## src/rtl/busctl_pkg.sv

```systemverilog
// busctl_pkg: shared encodings and constants for the external SRAM bus controller.
//   - FSM state encoding
//   - owner encoding (DMA channels 0..3, CPU as a separate code)
//   - paged-window constants and the round-robin pointer helper
package busctl_pkg;

  typedef enum logic [1:0] {
    IDLE   = 2'd0,
    SETUP  = 2'd1,
    STROBE = 2'd2,
    DONE   = 2'd3
  } state_e;

  // Owner codes 0..3 are DMA channels; the CPU sits above the largest channel index.
  localparam int                 OWNER_W   = 3;
  localparam logic [OWNER_W-1:0] OWNER_CPU = 3'd4;

  // Round-robin pointer covers up to four DMA channels.
  localparam int PTR_W = 2;

  // CPU addresses 0b110x_xxxx_xxxx_xxxx fall in the paged window.
  localparam logic [2:0] PAGE_WIN_BASE = 3'b110;
  localparam int         PAGE_OFS_W    = 13;

  // Channel that follows `owner` in round-robin order, wrapping at n_ch.
  function automatic logic [PTR_W-1:0] rr_next(input logic [OWNER_W-1:0] owner,
                                               input int                 n_ch);
    if ((int'(owner) + 1) >= n_ch) begin
      return '0;
    end else begin
      return PTR_W'(int'(owner) + 1);
    end
  endfunction

endpackage

```

## src/rtl/busctl_arb.sv

```systemverilog
// busctl_arb: picks the owner of the next SRAM access slot.
//   DMA beats the CPU unless the CPU already lost one slot to DMA (starvation flag).
//   Optional macro SRAM_BUSCTL_RR_EN: DMA channels served round-robin; otherwise
//   fixed priority with channel 0 highest.
// Ports:
//   clk, rst_n       clock, asynchronous active-low reset
//   dma_req          per-channel DMA read request (level)
//   cpu_pend         CPU request still waiting for service
//   take             the controller latches the current grant this cycle
//   dma_done/done_owner (RR build only) a DMA access is in DONE, and its channel
//   gnt_valid        some requester is pending
//   gnt_owner        owner code of the winner
module busctl_arb
  import busctl_pkg::*;
#(
  parameter int DMA_CH = 2
) (
  input  logic               clk,
  input  logic               rst_n,
  input  logic [DMA_CH-1:0]  dma_req,
  input  logic               cpu_pend,
  input  logic               take,
`ifdef SRAM_BUSCTL_RR_EN
  input  logic               dma_done,
  input  logic [OWNER_W-1:0] done_owner,
`endif
  output logic               gnt_valid,
  output logic [OWNER_W-1:0] gnt_owner
);

  logic               starve_q, starve_d;
  logic               dma_any;
  logic [OWNER_W-1:0] dma_pick;
`ifdef SRAM_BUSCTL_RR_EN
  logic [PTR_W-1:0]   ptr_q, ptr_d, ptr_eff;
  logic               found;
`endif

  // Grant selection plus next-state of the starvation flag and pointer.
  always_comb begin
    dma_any  = |dma_req;
    dma_pick = '0;
`ifdef SRAM_BUSCTL_RR_EN
    // A back-to-back grant in DONE must already see the advanced pointer.
    if (dma_done) begin
      ptr_eff = rr_next(done_owner, DMA_CH);
      ptr_d   = ptr_eff;
    end else begin
      ptr_eff = ptr_q;
      ptr_d   = ptr_q;
    end
    found = 1'b0;
    for (int k = 0; k < DMA_CH; k++) begin
      if (!found && dma_req[(int'(ptr_eff) + k) % DMA_CH]) begin
        dma_pick = OWNER_W'((int'(ptr_eff) + k) % DMA_CH);
        found    = 1'b1;
      end else begin
        dma_pick = dma_pick;
      end
    end
`else
    // Scan downwards so the lowest requesting channel is the last to write.
    for (int i = DMA_CH - 1; i >= 0; i--) begin
      if (dma_req[i]) begin
        dma_pick = OWNER_W'(i);
      end else begin
        dma_pick = dma_pick;
      end
    end
`endif

    gnt_valid = dma_any | cpu_pend;
    if (cpu_pend && (starve_q || !dma_any)) begin
      gnt_owner = OWNER_CPU;
    end else begin
      gnt_owner = dma_pick;
    end

    // CPU passed over by a DMA grant wins the following slot.
    if (take) begin
      starve_d = (gnt_owner != OWNER_CPU) && cpu_pend;
    end else begin
      starve_d = starve_q;
    end
  end

  // Arbitration state registers.
  always_ff @(posedge clk or negedge rst_n) begin
    if (!rst_n) begin
      starve_q <= 1'b0;
`ifdef SRAM_BUSCTL_RR_EN
      ptr_q    <= '0;
`endif
    end else begin
      starve_q <= starve_d;
`ifdef SRAM_BUSCTL_RR_EN
      ptr_q    <= ptr_d;
`endif
    end
  end

endmodule

```

## src/rtl/sram_busctl.sv

```systemverilog
// sram_busctl: arbitrated external SRAM sequencer for the CPU and DMA_CH read-only
// DMA requesters, with paged-window translation for CPU addresses.
// Access: SETUP (1) -> STROBE (WAIT_STATES+1) -> DONE (1); DONE chains straight into
// SETUP when another request is pending. All outputs registered except cpu_hold.
// Optional macro SRAM_BUSCTL_RR_EN: round-robin DMA channel order (see busctl_arb).
// Ports:
//   cpu_req/cpu_rw/cpu_addr/cpu_wdata  CPU access request (rw 1 = read)
//   cpu_rdata, cpu_hold                CPU read data (valid in DONE), core stall
//   page_en/page_wp/page_sel           paged-window control
//   dma_req/dma_addr                   DMA read requests, packed addresses
//   dma_ack/dma_rdata                  DONE pulse per channel, read data
//   ext_*                              SRAM pins
module sram_busctl
  import busctl_pkg::*;
#(
  parameter int ADDR_W      = 16,
  parameter int EXT_AW      = 17,
  parameter int DMA_CH      = 2,
  parameter int WAIT_STATES = 2,
  parameter int PAGE_BITS   = 3
) (
  input  logic                     clk,
  input  logic                     rst_n,
  input  logic                     cpu_req,
  input  logic                     cpu_rw,
  input  logic [ADDR_W-1:0]        cpu_addr,
  input  logic [7:0]               cpu_wdata,
  output logic [7:0]               cpu_rdata,
  output logic                     cpu_hold,
  input  logic                     page_en,
  input  logic                     page_wp,
  input  logic [PAGE_BITS-1:0]     page_sel,
  input  logic [DMA_CH-1:0]        dma_req,
  input  logic [DMA_CH*EXT_AW-1:0] dma_addr,
  output logic [DMA_CH-1:0]        dma_ack,
  output logic [7:0]               dma_rdata,
  output logic [EXT_AW-1:0]        ext_ad,
  input  logic [7:0]               ext_dq_i,
  output logic [7:0]               ext_dq_o,
  output logic                     ext_dq_oe,
  output logic                     ext_cs,
  output logic                     ext_we_n,
  output logic                     ext_oe_n
);

  state_e             state_q, state_d;
  logic [OWNER_W-1:0] owner_q, owner_d;
  logic               rw_q, rw_d;
  logic [2:0]         wait_q, wait_d;
  logic [EXT_AW-1:0]  ext_ad_q, ext_ad_d;
  logic [7:0]         ext_dq_o_q, ext_dq_o_d;
  logic               ext_dq_oe_q, ext_dq_oe_d;
  logic               ext_cs_q, ext_cs_d;
  logic               ext_we_n_q, ext_we_n_d;
  logic               ext_oe_n_q, ext_oe_n_d;
  logic [7:0]         cpu_rdata_q, cpu_rdata_d;
  logic [7:0]         dma_rdata_q, dma_rdata_d;
  logic [DMA_CH-1:0]  dma_ack_q, dma_ack_d;

  logic               gnt_valid, take, cpu_paged, launch_rw;
  logic [OWNER_W-1:0] gnt_owner;
  logic [EXT_AW-1:0]  cpu_ext_ad, dma_ext_ad, launch_ad;

  // The CPU access finishing in DONE is no longer a pending request.
  assign cpu_hold = cpu_req && !(state_q == DONE && owner_q == OWNER_CPU);
  assign take     = (state_q == IDLE || state_q == DONE) && gnt_valid;

  busctl_arb #(.DMA_CH(DMA_CH)) u_arb (
    .clk        (clk),
    .rst_n      (rst_n),
    .dma_req    (dma_req),
    .cpu_pend   (cpu_hold),
    .take       (take),
`ifdef SRAM_BUSCTL_RR_EN
    .dma_done   (state_q == DONE && owner_q != OWNER_CPU),
    .done_owner (owner_q),
`endif
    .gnt_valid  (gnt_valid),
    .gnt_owner  (gnt_owner)
  );

  // Address/direction of the access about to be launched.
  always_comb begin
    // Write-protected pages fall through to the unpaged map on writes.
    cpu_paged = page_en && (cpu_addr[ADDR_W-1 -: 3] == PAGE_WIN_BASE) && !(page_wp && !cpu_rw);
    if (cpu_paged) begin
      cpu_ext_ad = EXT_AW'({1'b1, page_sel, cpu_addr[PAGE_OFS_W-1:0]});
    end else begin
      cpu_ext_ad = EXT_AW'({1'b0, cpu_addr});
    end
    dma_ext_ad = dma_addr[0 +: EXT_AW];
    for (int i = 0; i < DMA_CH; i++) begin
      if (gnt_owner == OWNER_W'(i)) begin
        dma_ext_ad = dma_addr[i*EXT_AW +: EXT_AW];
      end else begin
        dma_ext_ad = dma_ext_ad;
      end
    end
    if (gnt_owner == OWNER_CPU) begin
      launch_ad = cpu_ext_ad;
      launch_rw = cpu_rw;
    end else begin
      launch_ad = dma_ext_ad;
      launch_rw = 1'b1;
    end
  end

  // Sequencer next state; outputs are computed for the state being entered.
  always_comb begin
    state_d     = state_q;
    owner_d     = owner_q;
    rw_d        = rw_q;
    wait_d      = wait_q;
    ext_ad_d    = ext_ad_q;
    ext_dq_o_d  = ext_dq_o_q;
    ext_dq_oe_d = ext_dq_oe_q;
    ext_cs_d    = ext_cs_q;
    ext_we_n_d  = ext_we_n_q;
    ext_oe_n_d  = ext_oe_n_q;
    cpu_rdata_d = cpu_rdata_q;
    dma_rdata_d = dma_rdata_q;
    dma_ack_d   = '0;
    case (state_q)
      IDLE, DONE: begin
        ext_we_n_d = 1'b1;
        ext_oe_n_d = 1'b1;
        if (take) begin
          state_d     = SETUP;
          owner_d     = gnt_owner;
          rw_d        = launch_rw;
          ext_ad_d    = launch_ad;
          ext_cs_d    = 1'b1;
          ext_dq_oe_d = !launch_rw;
          if (!launch_rw) begin
            ext_dq_o_d = cpu_wdata;
          end else begin
            ext_dq_o_d = ext_dq_o_q;
          end
        end else begin
          state_d     = IDLE;
          ext_cs_d    = 1'b0;
          ext_dq_oe_d = 1'b0;
        end
      end
      SETUP: begin
        state_d    = STROBE;
        wait_d     = 3'(WAIT_STATES);
        ext_oe_n_d = !rw_q;
        ext_we_n_d = rw_q;
      end
      STROBE: begin
        if (wait_q == 3'd0) begin
          state_d    = DONE;
          ext_we_n_d = 1'b1;
          ext_oe_n_d = 1'b1;
          if (owner_q == OWNER_CPU) begin
            if (rw_q) begin
              cpu_rdata_d = ext_dq_i;
            end else begin
              cpu_rdata_d = cpu_rdata_q;
            end
          end else begin
            dma_rdata_d = ext_dq_i;
            for (int i = 0; i < DMA_CH; i++) begin
              dma_ack_d[i] = (owner_q == OWNER_W'(i));
            end
          end
        end else begin
          wait_d = wait_q - 3'd1;
        end
      end
      default: begin
        state_d     = IDLE;
        ext_cs_d    = 1'b0;
        ext_we_n_d  = 1'b1;
        ext_oe_n_d  = 1'b1;
        ext_dq_oe_d = 1'b0;
      end
    endcase
  end

  // Sequencer and output registers; reset drops strobes and the data pad at once.
  always_ff @(posedge clk or negedge rst_n) begin
    if (!rst_n) begin
      state_q     <= IDLE;
      owner_q     <= '0;
      rw_q        <= 1'b1;
      wait_q      <= 3'd0;
      ext_ad_q    <= '0;
      ext_dq_o_q  <= 8'h00;
      ext_dq_oe_q <= 1'b0;
      ext_cs_q    <= 1'b0;
      ext_we_n_q  <= 1'b1;
      ext_oe_n_q  <= 1'b1;
      cpu_rdata_q <= 8'h00;
      dma_rdata_q <= 8'h00;
      dma_ack_q   <= '0;
    end else begin
      state_q     <= state_d;
      owner_q     <= owner_d;
      rw_q        <= rw_d;
      wait_q      <= wait_d;
      ext_ad_q    <= ext_ad_d;
      ext_dq_o_q  <= ext_dq_o_d;
      ext_dq_oe_q <= ext_dq_oe_d;
      ext_cs_q    <= ext_cs_d;
      ext_we_n_q  <= ext_we_n_d;
      ext_oe_n_q  <= ext_oe_n_d;
      cpu_rdata_q <= cpu_rdata_d;
      dma_rdata_q <= dma_rdata_d;
      dma_ack_q   <= dma_ack_d;
    end
  end

  assign ext_ad    = ext_ad_q;
  assign ext_dq_o  = ext_dq_o_q;
  assign ext_dq_oe = ext_dq_oe_q;
  assign ext_cs    = ext_cs_q;
  assign ext_we_n  = ext_we_n_q;
  assign ext_oe_n  = ext_oe_n_q;
  assign cpu_rdata = cpu_rdata_q;
  assign dma_rdata = dma_rdata_q;
  assign dma_ack   = dma_ack_q;

endmodule

```

## config.mk

```make
export PLATFORM = sky130hd
export DESIGN_NAME = sram_busctl
export DESIGN_NICKNAME = d
export VERILOG_FILES = /design/src/rtl/busctl_pkg.sv /design/src/rtl/busctl_arb.sv /design/src/rtl/sram_busctl.sv
export SDC_FILE = /design/constraint.sdc
export NUM_CORES = 1
export LEC_CHECK = 0
export ABC_AREA = 1
export CORE_MARGIN = 10
export CORE_UTILIZATION = 40
export CTS_CLUSTER_DIAMETER = 80
export DETAILED_ROUTE_END_ITERATION = 10
export DONT_BUFFER_PORTS = 1
export GPL_ROUTABILITY_DRIVEN = 1
export SYNTH_ARGS = -nofsm -noshare
export SYNTH_HDL_FRONTEND = slang
export SYNTH_SLANG_ARGS = --single-unit
```

## constraint.sdc

```tcl
create_clock -name clk -period 1.4 [get_ports clk]
set_input_delay 0.28 -clock clk [delete_from_list [all_inputs] [get_ports clk]]
set_output_delay 0.28 -clock clk [all_outputs]
set_load 0.02 [all_outputs]
```

* Yosys cells after proc, flatten, opt, wreduce, memory -nomap -nowiden
Index checks and enable logic that the tools add are counted.
Cells by class: add/subtract/negate cells 1, equal/unequal tests 11, muxes and demuxes 20, bitwise operators 3, reductions and logical operators 27
Operators with widths (number):
- 2-to-1 mux 17 bit | 3
- == test 3 bit, second input constant | 3
- 2-to-1 mux 3 bit | 3
- logical AND 1 bit | 8
- 2-to-1 mux 2 bit | 4
- == test 3 x 1 -> 1 bit, second input constant | 2
- zero test 1 bit | 6
- zero test 3 bit | 2
- 2-to-1 mux 1 bit | 6
- one-hot mux 1 bit (3 select lines) | 2
- one-hot mux 2 bit (3 select lines) | 1
- one-hot mux 3 bit (2 select lines) | 1
- AND reduction 3 bit | 2
- == test 2 bit, second input constant | 2
- != test 2 bit, second input constant | 2
- AND reduction 2 bit | 2
- AND reduction 4 bit | 1
- OR reduction 2 bit | 2
- != test 3 bit, second input constant | 1
- subtractor 3 x 1 -> 3 bit, second input constant | 1
- == test 2 x 1 -> 1 bit, second input constant | 1
- zero test 2 bit | 1
- logical OR 1 bit | 2
- NOT 1 bit | 2
- 2 further kinds | 2
Word-level totals: bits in registers 57, bits of input ports 77, output and inout bits 48, word-level logic and storage cells 76

* Logic depth before layout (Yosys ltp)
depth in word-level cells 10, mapped depth 10, mapped depth without buffers 9

* Cells and area by module
A second synthesis with hierarchy kept.
Unflattened totals: cell total of the unflattened synthesis 386, area total of the unflattened synthesis 2919.0 µm²
Modules (own cells, without submodules):
- sram_busctl | times used 1, cells each 371, area an instance 2825.2 µm², seq. area each 1405.1 µm²
- busctl_arb | times used 1, cells each 15, area an instance 93.8 µm², seq. area each 25.0 µm²

* Worst setup path after synthesis
Ideal clock, no wire load.
path type flip-flop to flip-flop, from register wait_q[0], to register cpu_rdata_q[6] (netlist: cpu_rdata[6]), setup time 77 ps, data arrival time 1364 ps, required time 1323 ps, slack -41 ps, stages on the path, launching flop included 9, buffers on the path 1, period minus slack after synthesis 1441 ps, cell sequence dfrtp_1 > inv_1 > ha_1 > ha_1 > nand2_2 > nor3_4 > buf_6 > nor2_1 > a21oi_1
Between the ends: longest elaborated chain between the ends 2
RTL lines:
- start: declaration | line sram_busctl.sv:49 | logic [2:0] wait_q, wait_d;
- start signal: assignment | line sram_busctl.sv:202 | wait_q <= wait_d;
- zero test 3 bit | line sram_busctl.sv:152 | if (wait_q == 3'd0) begin
- AND reduction 4 bit (no line)
- end signal: assignment | line sram_busctl.sv:209 | cpu_rdata_q <= cpu_rdata_d;
- end: declaration | line sram_busctl.sv:56 | logic [7:0] cpu_rdata_q, cpu_rdata_d;
Every way passes these cells. A chain may end at the register's enable or synchronous reset.

* Worst setup path in the final report
from register state_q[0], to output port cpu_hold
Between the ends: longest elaborated chain between the ends 4
RTL lines:
- start: declaration | line sram_busctl.sv:46 | state_e state_q, state_d;
- start signal: assignment | line sram_busctl.sv:199 | state_q <= state_d;
- == test 2 bit | line sram_busctl.sv:65 | assign cpu_hold = cpu_req && !(state_q == DONE && owner_q == OWNER_CPU);
- logical AND 1 bit | line sram_busctl.sv:65
- zero test 1 bit | line sram_busctl.sv:65
- logical AND 1 bit | line sram_busctl.sv:65
- end: declaration | line sram_busctl.sv:29 | output logic cpu_hold,
Every way passes these cells.

==> impl_metrics.env <==
export IMPL_status="finished with violations"
export IMPL_violations="negative hold slack, negative setup slack"
export IMPL_viasPerCell=4.88
export IMPL_nFillCells=624
export IMPL_cts_clk_slew_worst_paths_ns=0.11
export IMPL_wl_per_cell_um=16.9
export IMPL_tightest_slew_ns=0.342
export IMPL_coreArea_um2=6830
export IMPL_synth_edff_count=0
export IMPL_grt_max_degree=57
export IMPL_yosysSeqAreaShare=0.495
export IMPL_dieArea_um2=10900
export IMPL_die_h_um=104
export IMPL_pwr_density_cell_nw_per_um2=2430
export IMPL_path_max_fanout=2
export IMPL_synthCells=344
export IMPL_h_tree_depth=2
export IMPL_crit_type="reg2out"
export IMPL_hold_slack_ns=-0.350
export IMPL_portBuffers=0
export IMPL_finalNetCount=468
export IMPL_avgSynthCellArea_um2=8.25
export IMPL_start_util=0.416
export IMPL_drive_gt1_frac=0.432
export IMPL_rows=30
export IMPL_cp_cell_sequence="ha_2, nand3_2, buf_6, nand2_4, buf_6, clkinvlp_4"
export IMPL_critPathCaptureType="output pin"
export IMPL_start_kind="flip-flop"
export IMPL_peakVddDrop_v=0.00103
export IMPL_syn2layout_area_growth_pct=37.0
export IMPL_numCtsBuffers=5
export IMPL_yosysUniqueCellTypes=34
export IMPL_syn_num_nets=426
export IMPL_period_needed_ns=1.63
export IMPL_fp_dieW_um=104
export IMPL_clk_latency_ns=0.31
export IMPL_ant_nets=0
export IMPL_max_slew_margin=0.772
export IMPL_synth_common_cells="nand2_1 (115), dfrtp_1 (53), nor2_1 (34)"
export IMPL_synth_most_common_cell="nand2_1"
export IMPL_synth_largest_area_cell="dfrtp_1"
export IMPL_overflow=0
export IMPL_hold_viol_final=56
export IMPL_setup_violations=45
export IMPL_path_common_cell="buf_6"
export IMPL_ys_async_sr_fraction=1.00
export IMPL_ys_warn_count=0
export IMPL_insertedDiodeCount=0
export IMPL_crit_required_ns=1.12
export IMPL_synth_top_area_frac=0.467
export IMPL_drt_initial_drc_count=68
export IMPL_yosys_most_used_dff="dfrtp_1"
export IMPL_p_leak_uw=0.00186
export IMPL_finalCritPeriodShare=1.17
export IMPL_grt_antenna_before_repair=0
export IMPL_drc=0
export IMPL_ys_ff_latch=56
export IMPL_first_pass_iters=4
export IMPL_cts_sinks=56
export IMPL_cpMaxStageDelayCell="dfrtp_1"
export IMPL_cts_root_buffer="clkbuf_8"
export IMPL_rsz0062_at_grt="true"
export IMPL_grt_pass1_vias=2455
export IMPL_drv_cap=0
export IMPL_routed_wl_um=8170
export IMPL_fmax_mhz=612
export IMPL_pin_count=125
export IMPL_crit_arrival_ns=1.35
export IMPL_netlist_top_cells_area="dfrtp_1 (47%), nand2_1 (15%), nor2_1 (4.5%)"
export IMPL_power_uw=9440
export IMPL_clock_skew_final_ns=0.0131
export IMPL_cts_tree="yes"
export IMPL_grt_pass1_wl_um=12400
export IMPL_slew_viol_final=0
export IMPL_dp_cells=456
export IMPL_clock_path_buffers=2
export IMPL_grt_usage=0.139
export IMPL_setup_ws_ns=-0.234
export IMPL_worst_path_largest_cell_delay_ns=0.37
export IMPL_globalplace_congestion=0.780
export IMPL_instances_no_fill=483
export IMPL_hpwl_um=5880
export IMPL_num_vias=2359
export IMPL_holdCritPathClass="in2async"
export IMPL_netlist_area_um2=2840
==> layout make-up <==
| cell class | count | area (µm²) | share of cell area |
|---|---|---|---|
| Clock inverter | 2 | 16.3 | 0.00418 |
| Timing Repair Buffer | 45 | 541 | 0.139 |
| Tap cell | 96 | 120 | 0.0309 |
| Clock buffer | 6 | 72.6 | 0.0187 |
| Sequential cell | 56 | 1410 | 0.361 |
| Inverter | 33 | 145 | 0.0373 |
| Multi-Input combinational cell | 245 | 1590 | 0.409 |
==> kinds of logic (layout without fill, tap and decap cells) <==
kind of cell / Yosys count / count (layout) / synth area share
AOI/OAI and AO/OA: 38 / 38 / 0.0811
adders and majority gates: 5 / 5 / 0.0220
and+or+nand+nor: 200 / 202 / 0.312
DFF: 56 / 56 / 0.495
buffers and inverters: 45 / 86 / 0.0895
==> where the power goes <==
group          total [µW]  internal, µW  switching, µW
logic                4800          2480           2320
registers            3740          2360           1380
clock network         898           358            540
==> worst paths after layout <==
check	from	end	slack, ns	cells after the start
max in group asynchronous	rst_n	ext_we_n	1.57	0
min in group clk	cpu_wdata[1]	ext_dq_o[1]	0.09	2
max reg2reg	state_q[1]	state_q[0]	-0.19	10
max	state_q[0]	cpu_hold	-0.23	6
min reg2reg	u_arb.starve_q	u_arb.starve_q	0.50	2
min	rst_n	ext_ad[12]	-0.35	0
==> placed cells by master (no fill, tap or decap), types with 3 or more instances in the layout <==
master     count
nor2_2         5
inv_2          4
dfrtp_1       53
nand3_1       21
nand2_1       88
nand3_2        5
buf_4         18
o21ai_2       18
clkbuf_16      3
a21oi_2        9
nand2_2       21
buf_12         6
nor2_1        20
or2_2         10
nor2_4        10
nand2_4       11
inv_1         25
dfstp_2        3
o21ai_1        3
clkbuf_8       5
buf_6         16
==> worst max-delay path, delay by kind of cell, from the launching register on <==
kind,cells,cell delay (ns)
DFF,1,0.37
adders and majority gates,1,0.19
buffers and inverters,3,0.36
and+or+nand+nor,2,0.13
==> flip-flops by register name (all words and copies together) (netlist names) <==
register        flops
ext_ad             17
cpu_rdata           8
dma_rdata           8
ext_dq_o            8
wait_q              3
dma_ack             2
owner_q             2
state_q             2
ext_cs              1
ext_dq_oe           1
ext_oe_n            1
ext_we_n            1
rw_q                1
u_arb.starve_q      1
==> what timing repair did <==
item / CTS / global route
cloned: 2 / 5
resized for setup: 35 / 108
buffers inserted: 8 / 8
endpoints found under the setup margin: 54 / 54
endpoints found under the hold margin: 56 / 56
pin swaps: 14 / 13
==> metal layers <==
layer | vias to the layer above | GRT usage | share of wire
li1 | 1168 | - | -
met1 | 1115 | 0.153 | 0.39
met2 | 66 | 0.241 | 0.52
met3 | 10 | 0.0551 | 0.076
met4 | 0 | 0.0368 | 0.016
met5 | - | 0 | 0
==> per-stage QoR <==
| step | util | setup TNS, ns | area, µm² | worst slack, ns | hold slack [ns] |
|---|---|---|---|---|---|
| 3_5_place_dp | 0.456 | -4.39 | 3120 | -0.180 | -0.0124 |
| 2_1_floorplan | - | 0 | 2840 | 0.00599 | -0.0156 |
| 3_3_place_gp | 0.456 | -2.53 | 3120 | -0.119 | -0.0124 |
| 4_1_cts | 0.500 | -3.65 | 3420 | -0.217 | -0.358 |
| 5_1_grt | 0.569 | -10.06 | 3890 | -0.306 | -0.372 |
| 6_report | 0.569 | -5.70 | 3890 | -0.234 | -0.350 |
(Power assumes the default switching activity.)
